==> src/rtl/control_sequencer.sv <==
// rtl/control_sequencer.sv - hardwired T-state control unit: fetch, decode, ALU/unary/MUL-DIV execute
// Optional memory-wait stall in T1 enabled by defining CU_MEM_WAIT_EN.
module control_sequencer #(
    parameter int NREG = 16,
    parameter int OPW  = 5
) (
    input  logic            Clock_i,
    input  logic            Clear_i,
    input  logic [31:0]     IR_i,
    input  logic            MemReady_i,
    output logic            Run_o,
    output logic [3:0]      State_o,
    output logic            PCout_o,
    output logic            PCin_o,
    output logic            IncPC_o,
    output logic            MARin_o,
    output logic            MDRin_o,
    output logic            MDRout_o,
    output logic            Read_o,
    output logic            IRin_o,
    output logic            Yin_o,
    output logic            ZLowin_o,
    output logic            ZHighin_o,
    output logic            ZLowout_o,
    output logic            ZHighout_o,
    output logic            HIin_o,
    output logic            LOin_o,
    output logic            HIout_o,
    output logic            LOout_o,
    output logic [NREG-1:0] Rin_o,
    output logic [NREG-1:0] Rout_o,
    output logic [OPW-1:0]  OP_o
);
    typedef enum logic [3:0] {
        S_RST  = 4'd0, S_T0 = 4'd1, S_T1 = 4'd2, S_T2 = 4'd3, S_T3 = 4'd4,
        S_T4   = 4'd5, S_T5 = 4'd6, S_T6 = 4'd7, S_HALT = 4'd8
    } state_t;

    localparam logic [4:0] OPC_ADD = 5'b00011, OPC_SUB = 5'b00100, OPC_AND = 5'b00101,
                           OPC_OR  = 5'b00110, OPC_MUL = 5'b01111, OPC_DIV = 5'b10000,
                           OPC_NEG = 5'b10001, OPC_NOT = 5'b10010, OPC_HLT = 5'b11011;

    state_t     state_q;
    logic [4:0] opcode;
    logic [3:0] ra, rb, rc;
    logic       is_alu2, is_unary, is_muldiv, mem_ok;

    assign opcode    = IR_i[31:27];
    assign ra        = IR_i[26:23];
    assign rb        = IR_i[22:19];
    assign rc        = IR_i[18:15];
    assign is_alu2   = (opcode == OPC_ADD) || (opcode == OPC_SUB) ||
                       (opcode == OPC_AND) || (opcode == OPC_OR);
    assign is_unary  = (opcode == OPC_NEG) || (opcode == OPC_NOT);
    assign is_muldiv = (opcode == OPC_MUL) || (opcode == OPC_DIV);

`ifdef CU_MEM_WAIT_EN
    assign mem_ok = MemReady_i;
    logic unused_bits;
    assign unused_bits = ^IR_i[14:0];
`else
    assign mem_ok = 1'b1;
    logic unused_bits;
    assign unused_bits = ^{MemReady_i, IR_i[14:0]};
`endif

    function automatic logic [NREG-1:0] onehot(input logic [3:0] f);
        logic [NREG-1:0] r;
        for (int i = 0; i < NREG; i++) r[i] = (int'(f) == i);
        return r;
    endfunction

    function automatic logic [OPW-1:0] op_map(input logic [4:0] opc);
        case (opc)
            OPC_SUB: return OPW'(5'b00001);
            OPC_NOT: return OPW'(5'b00010);
            OPC_AND: return OPW'(5'b00011);
            OPC_OR:  return OPW'(5'b00100);
            OPC_NEG: return OPW'(5'b00101);
            OPC_MUL: return OPW'(5'b01000);
            OPC_DIV: return OPW'(5'b01001);
            default: return OPW'(5'b00000);
        endcase
    endfunction

    // Decode in T2 and later follows whatever IR holds in that cycle; undefined opcodes fall back to fetch.
    always_ff @(posedge Clock_i) begin
        if (Clear_i) begin
            state_q <= S_RST;
        end else begin
            case (state_q)
                S_RST:  state_q <= S_T0;
                S_T0:   state_q <= S_T1;
                S_T1:   state_q <= mem_ok ? S_T2 : S_T1;
                S_T2:   state_q <= (opcode == OPC_HLT) ? S_HALT :
                                   (is_alu2 || is_unary || is_muldiv) ? S_T3 : S_T0;
                S_T3:   state_q <= S_T4;
                S_T4:   state_q <= (is_alu2 || is_muldiv) ? S_T5 : S_T0;
                S_T5:   state_q <= is_muldiv ? S_T6 : S_T0;
                S_T6:   state_q <= S_T0;
                S_HALT: state_q <= S_HALT;
                default: state_q <= S_RST;
            endcase
        end
    end

    always_comb begin
        Run_o = (state_q != S_HALT);
        State_o = state_q;
        {PCout_o, PCin_o, IncPC_o, MARin_o, MDRin_o, MDRout_o, Read_o, IRin_o, Yin_o} = '0;
        {ZLowin_o, ZHighin_o, ZLowout_o, ZHighout_o, HIin_o, LOin_o, HIout_o, LOout_o} = '0;
        Rin_o  = '0;
        Rout_o = '0;
        OP_o   = '0;
        case (state_q)
            S_T0: begin
                PCout_o = 1'b1; MARin_o = 1'b1; IncPC_o = 1'b1; ZLowin_o = 1'b1;
            end
            S_T1: begin
                Read_o = 1'b1; MDRin_o = 1'b1;
                ZLowout_o = mem_ok; PCin_o = mem_ok;
            end
            S_T2: begin
                MDRout_o = 1'b1; IRin_o = 1'b1;
            end
            S_T3: begin
                if (is_alu2) begin
                    Rout_o = onehot(rb); Yin_o = 1'b1;
                end else if (is_unary) begin
                    Rout_o = onehot(rb); OP_o = op_map(opcode); ZLowin_o = 1'b1;
                end else if (is_muldiv) begin
                    Rout_o = onehot(ra); Yin_o = 1'b1;
                end
            end
            S_T4: begin
                if (is_alu2) begin
                    Rout_o = onehot(rc); OP_o = op_map(opcode); ZLowin_o = 1'b1;
                end else if (is_unary) begin
                    ZLowout_o = 1'b1; Rin_o = onehot(ra);
                end else if (is_muldiv) begin
                    Rout_o = onehot(rb); OP_o = op_map(opcode);
                    ZLowin_o = 1'b1; ZHighin_o = 1'b1;
                end
            end
            S_T5: begin
                if (is_alu2) begin
                    ZLowout_o = 1'b1; Rin_o = onehot(ra);
                end else if (is_muldiv) begin
                    ZLowout_o = 1'b1; LOin_o = 1'b1;
                end
            end
            S_T6: begin
                if (is_muldiv) begin
                    ZHighout_o = 1'b1; HIin_o = 1'b1;
                end
            end
            default: ;
        endcase
    end
endmodule

==> config.mk <==
export PLATFORM = sky130hd
export DESIGN_NAME = control_sequencer
export DESIGN_NICKNAME = d
export VERILOG_FILES = /design/src/rtl/control_sequencer.sv
export SDC_FILE = /design/constraint.sdc
export NUM_CORES = 1
export LEC_CHECK = 0
export CAP_MARGIN = 20
export CORE_UTILIZATION = 25
export CTS_BUF_LIST = sky130_fd_sc_hd__clkbuf_16
export DETAILED_ROUTE_END_ITERATION = 7
export DONT_BUFFER_PORTS = 1
export PLACE_DENSITY = 0.49
export REMOVE_ABC_BUFFERS = 1
export SLEW_MARGIN = 20
export SYNTH_ARGS = -nofsm -noshare
export SYNTH_HDL_FRONTEND = slang
export SYNTH_SLANG_ARGS = --single-unit
==> constraint.sdc <==
create_clock -name Clock_i -period 2.9 [get_ports Clock_i]
set_clock_uncertainty 0.15 [all_clocks]
set_input_delay 0.58 -clock Clock_i [delete_from_list [all_inputs] [get_ports Clock_i]]
set_output_delay 0.58 -clock Clock_i [all_outputs]
set_load 0.01 [all_outputs]
==> results.sh <==
export IMPL_synthTopCellsByArea="nor2_1, nand2_1, dfxtp_1"
export IMPL_cp_max_fo=9
export IMPL_final_common_cell="nor2_1"
export IMPL_gr_total_overflow=0
export IMPL_p_leak_nw=0.467
export IMPL_rrSetupSlack_ps=1130
export IMPL_synthDistinctLibCells=63
export IMPL_swShare_pct=28.7
export IMPL_crit_slowest_cell="dfxtp_1"
export IMPL_r2r_start="State_o[1]"
export IMPL_rows=27
export IMPL_setup_viol=0
export IMPL_layout_nets=233
export IMPL_placed_cell_area_um2=1440
export IMPL_p_per_area_nw_per_um2=253
export IMPL_utilization_pct=28.1
export IMPL_dr_pass1_iters=6
export IMPL_cp_start_kind="flip-flop"
export IMPL_peakVddDrop_v=0.000227
export IMPL_clock_sinks=4
export IMPL_met1_usage_pct=19.5
export IMPL_p_comb_share_pct=27.5
export IMPL_ant_nets=0
export IMPL_path_depth=5
export IMPL_endpoint="Rout_o[9]"
export IMPL_synth_area_per_cell_um2=6.98
export IMPL_viasPerCell=5.62
export IMPL_cts_hold_fix_buffers=0
export IMPL_path_cells="and2b_2 > nand2_1 > nor3b_2 > a32oi_1 > o21ai_1"
export IMPL_clkPwrFrac_pct=55.9
export IMPL_vias=1506
export IMPL_drtIter0Drc=154
export IMPL_wl_per_cell_um=17.0
export IMPL_violations="design-rule violations"
export IMPL_antenna_found_initial=0
export IMPL_io_buffer_count=0
export IMPL_clockBufferDepth=2
export IMPL_path_clk_slew_ps=30
export IMPL_grt_pass1_wl_mm=7.22
export IMPL_grt_pass1_vias=1406
export IMPL_critPathLaunch="State_o[2]"
export IMPL_hpwl_mm=3.65
export IMPL_use_met3_pct=3.33
export IMPL_p_int_mw=0.277
export IMPL_finalCritPeriodShare_pct=92.5
export IMPL_synth_top_area_cell="nor2_1"
export IMPL_die_w_um=77.3
export IMPL_power_frac_seq_pct=16.6
export IMPL_synth_ff_type="dfxtp_1"
export IMPL_clock_fmax_mhz=373
export IMPL_n_fill_cell=616
export IMPL_syn_cell_area_um2=1420
export IMPL_die_area_um2=5980
export IMPL_cp_num_buf_inv=0
export IMPL_synth_top_area_share_pct=7.94
export IMPL_syn_inst=203
export IMPL_grt_util_all_layers_pct=15.0
export IMPL_final_cell_area_um2=1540
export IMPL_async_flop_share_pct=0
export IMPL_finalCriticalPeriod_ps=2680
export IMPL_ys_seq_area_share_pct=5.65
export IMPL_crit_arrival_ps=1950
export IMPL_grt_busiest_layer="met2"
export IMPL_n_antenna_cell=0
export IMPL_drc=1
export IMPL_coreArea_um2=5470
export IMPL_wirelength_mm=4.56
export IMPL_hold_class="input pin to flip-flop"
export IMPL_cts_root_buf="clkbuf_16"
export IMPL_crit_family="simple AND/OR/NAND/NOR gates"
export IMPL_io_pins=94
export IMPL_die_h_um=77.3
export IMPL_ys_warn_count=0
export IMPL_timing_worst_setup_path_type="flip-flop to output pin"
export IMPL_area_growth_pct=8.38
export IMPL_final_cell_mix="nor2_1, nand2_1, nor2b_1"
export IMPL_synth_edf_count=0
export IMPL_maxSlewViolCount=0
export IMPL_hold_slack_ps=477
export IMPL_largest_register_ffs=4
export IMPL_layout_drive_gt1_share_pct=20.4
export IMPL_worstReg2RegEnd="State_o[0]"
export IMPL_clk_latency_ps=230
export IMPL_maxCapViolCount=0
export IMPL_grt_max_degree=13
export IMPL_numCtsBuffers=3
export IMPL_worstSetupEndpointType="output pin"
export IMPL_htree_levels=1
export IMPL_synth_seq_cells=4
export IMPL_critPathRequiredTime_ps=2170
export IMPL_finalHoldViolCount=0
export IMPL_cp_slowest_stage_delay_ps=530
export IMPL_post_cts_buffers=0
export IMPL_reg2regPathDepth=6
export IMPL_status="complete, but fails checks"
export IMPL_initial_core_util_pct=25.9
export IMPL_cts_tree="built"
export IMPL_gr_usage_met2_pct=24.7
export IMPL_fin_setup_tns_ps=0
export IMPL_rsz0062_at_grt="false"
export IMPL_p_switching_mw=0.112
export IMPL_globalplace_congestion=0.795
repair_timing:
item                                    CTS  global route
hold endpoints to repair                  0             0
resized for setup                         0             3
endpoints found under the setup margin    0            10
power groups by stage:
stage                     sequential, mW  combinational, mW  clock (mW)
after detailed placement          0.0648              0.105           0
after CTS                         0.0639              0.105       0.222
after floorplan                   0.0657             0.0810           0
after global placement            0.0647              0.105           0
after global routing              0.0653              0.116       0.225
final                             0.0643              0.107       0.217
layout make-up:
type / instances / area [um2] / area share (%)
well taps: 72 / 90.1 / 5.86
multi-input cells: 178 / 1230 / 79.9
inverters: 5 / 18.8 / 1.22
repair buffers: 6 / 45.0 / 2.93
flip-flops and latches: 4 / 80.1 / 5.21
clock buffers: 3 / 75.1 / 4.89
how the worst min path moves through the flow:
stage                      end  depth (start not counted)       start  slack (ps)
finish              State_o[2]                          3    IR_i[30]         480
global route        State_o[0]                          2     Clear_i         490
CTS                 State_o[2]                          3    IR_i[30]         480
detailed placement  State_o[0]                          2  State_o[3]         500
global placement    State_o[0]                          2  State_o[3]         490
floorplan           State_o[3]                          2  State_o[3]         470
synth_stat cells (2+ instances only):
cell type and number:
a32oi_1 7, nand4_1 3, o211ai_1 2, o221ai_1 2, o21ai_2 2, nand3_1 8, buf_4 10, and2_1 2
or2_2 2, buf_2 4, nor2_1 30, nand2_1 22, nand3b_2 2, buf_6 2, nor2b_1 10, o22ai_1 5
inv_1 5, o21ai_1 9, a31oi_1 2, a22oi_1 5, a21oi_1 3, and3_1 3, clkbuf_1 2, and4bb_2 2
nand2b_1 6, nor3_1 7, o21ai_0 5, dfxtp_1 4, nor3b_1 3
tightest hold or removal path, cell delays in order:
cell and delay (ps):
o21ai_0 60, nand2b_1 70, a31oi_1 80
metal layers:
layer	part of all wire, %	up-vias
met5	0	-
met4	0.64	0
met1	43	712
li1	-	730
met3	7.9	4
met2	48	60
stage by stage:
stage / instances / total power [mW] / setup slack, ps
6_report: 268 / 0.389 / 218
3_3_place_gp: 265 / 0.170 / 246
2_1_floorplan: 187 / 0.147 / 157
5_1_grt: 268 / 0.406 / 50.5
3_5_place_dp: 265 / 0.170 / 234
4_1_cts: 268 / 0.391 / 61.8
cells by family after synthesis:
kind of cell | Yosys count | share of synthesized area, %
buffers and inverters | 23 | 10.2
other | 1 | 0.265
AO/OA/AOI/OAI | 57 | 35.5
AND/OR/NAND/NOR | 117 | 47.3
flip-flops | 4 | 5.65
XOR/XNOR | 1 | 1.15
No activity file was read; power rests on OpenSTA's default activity.
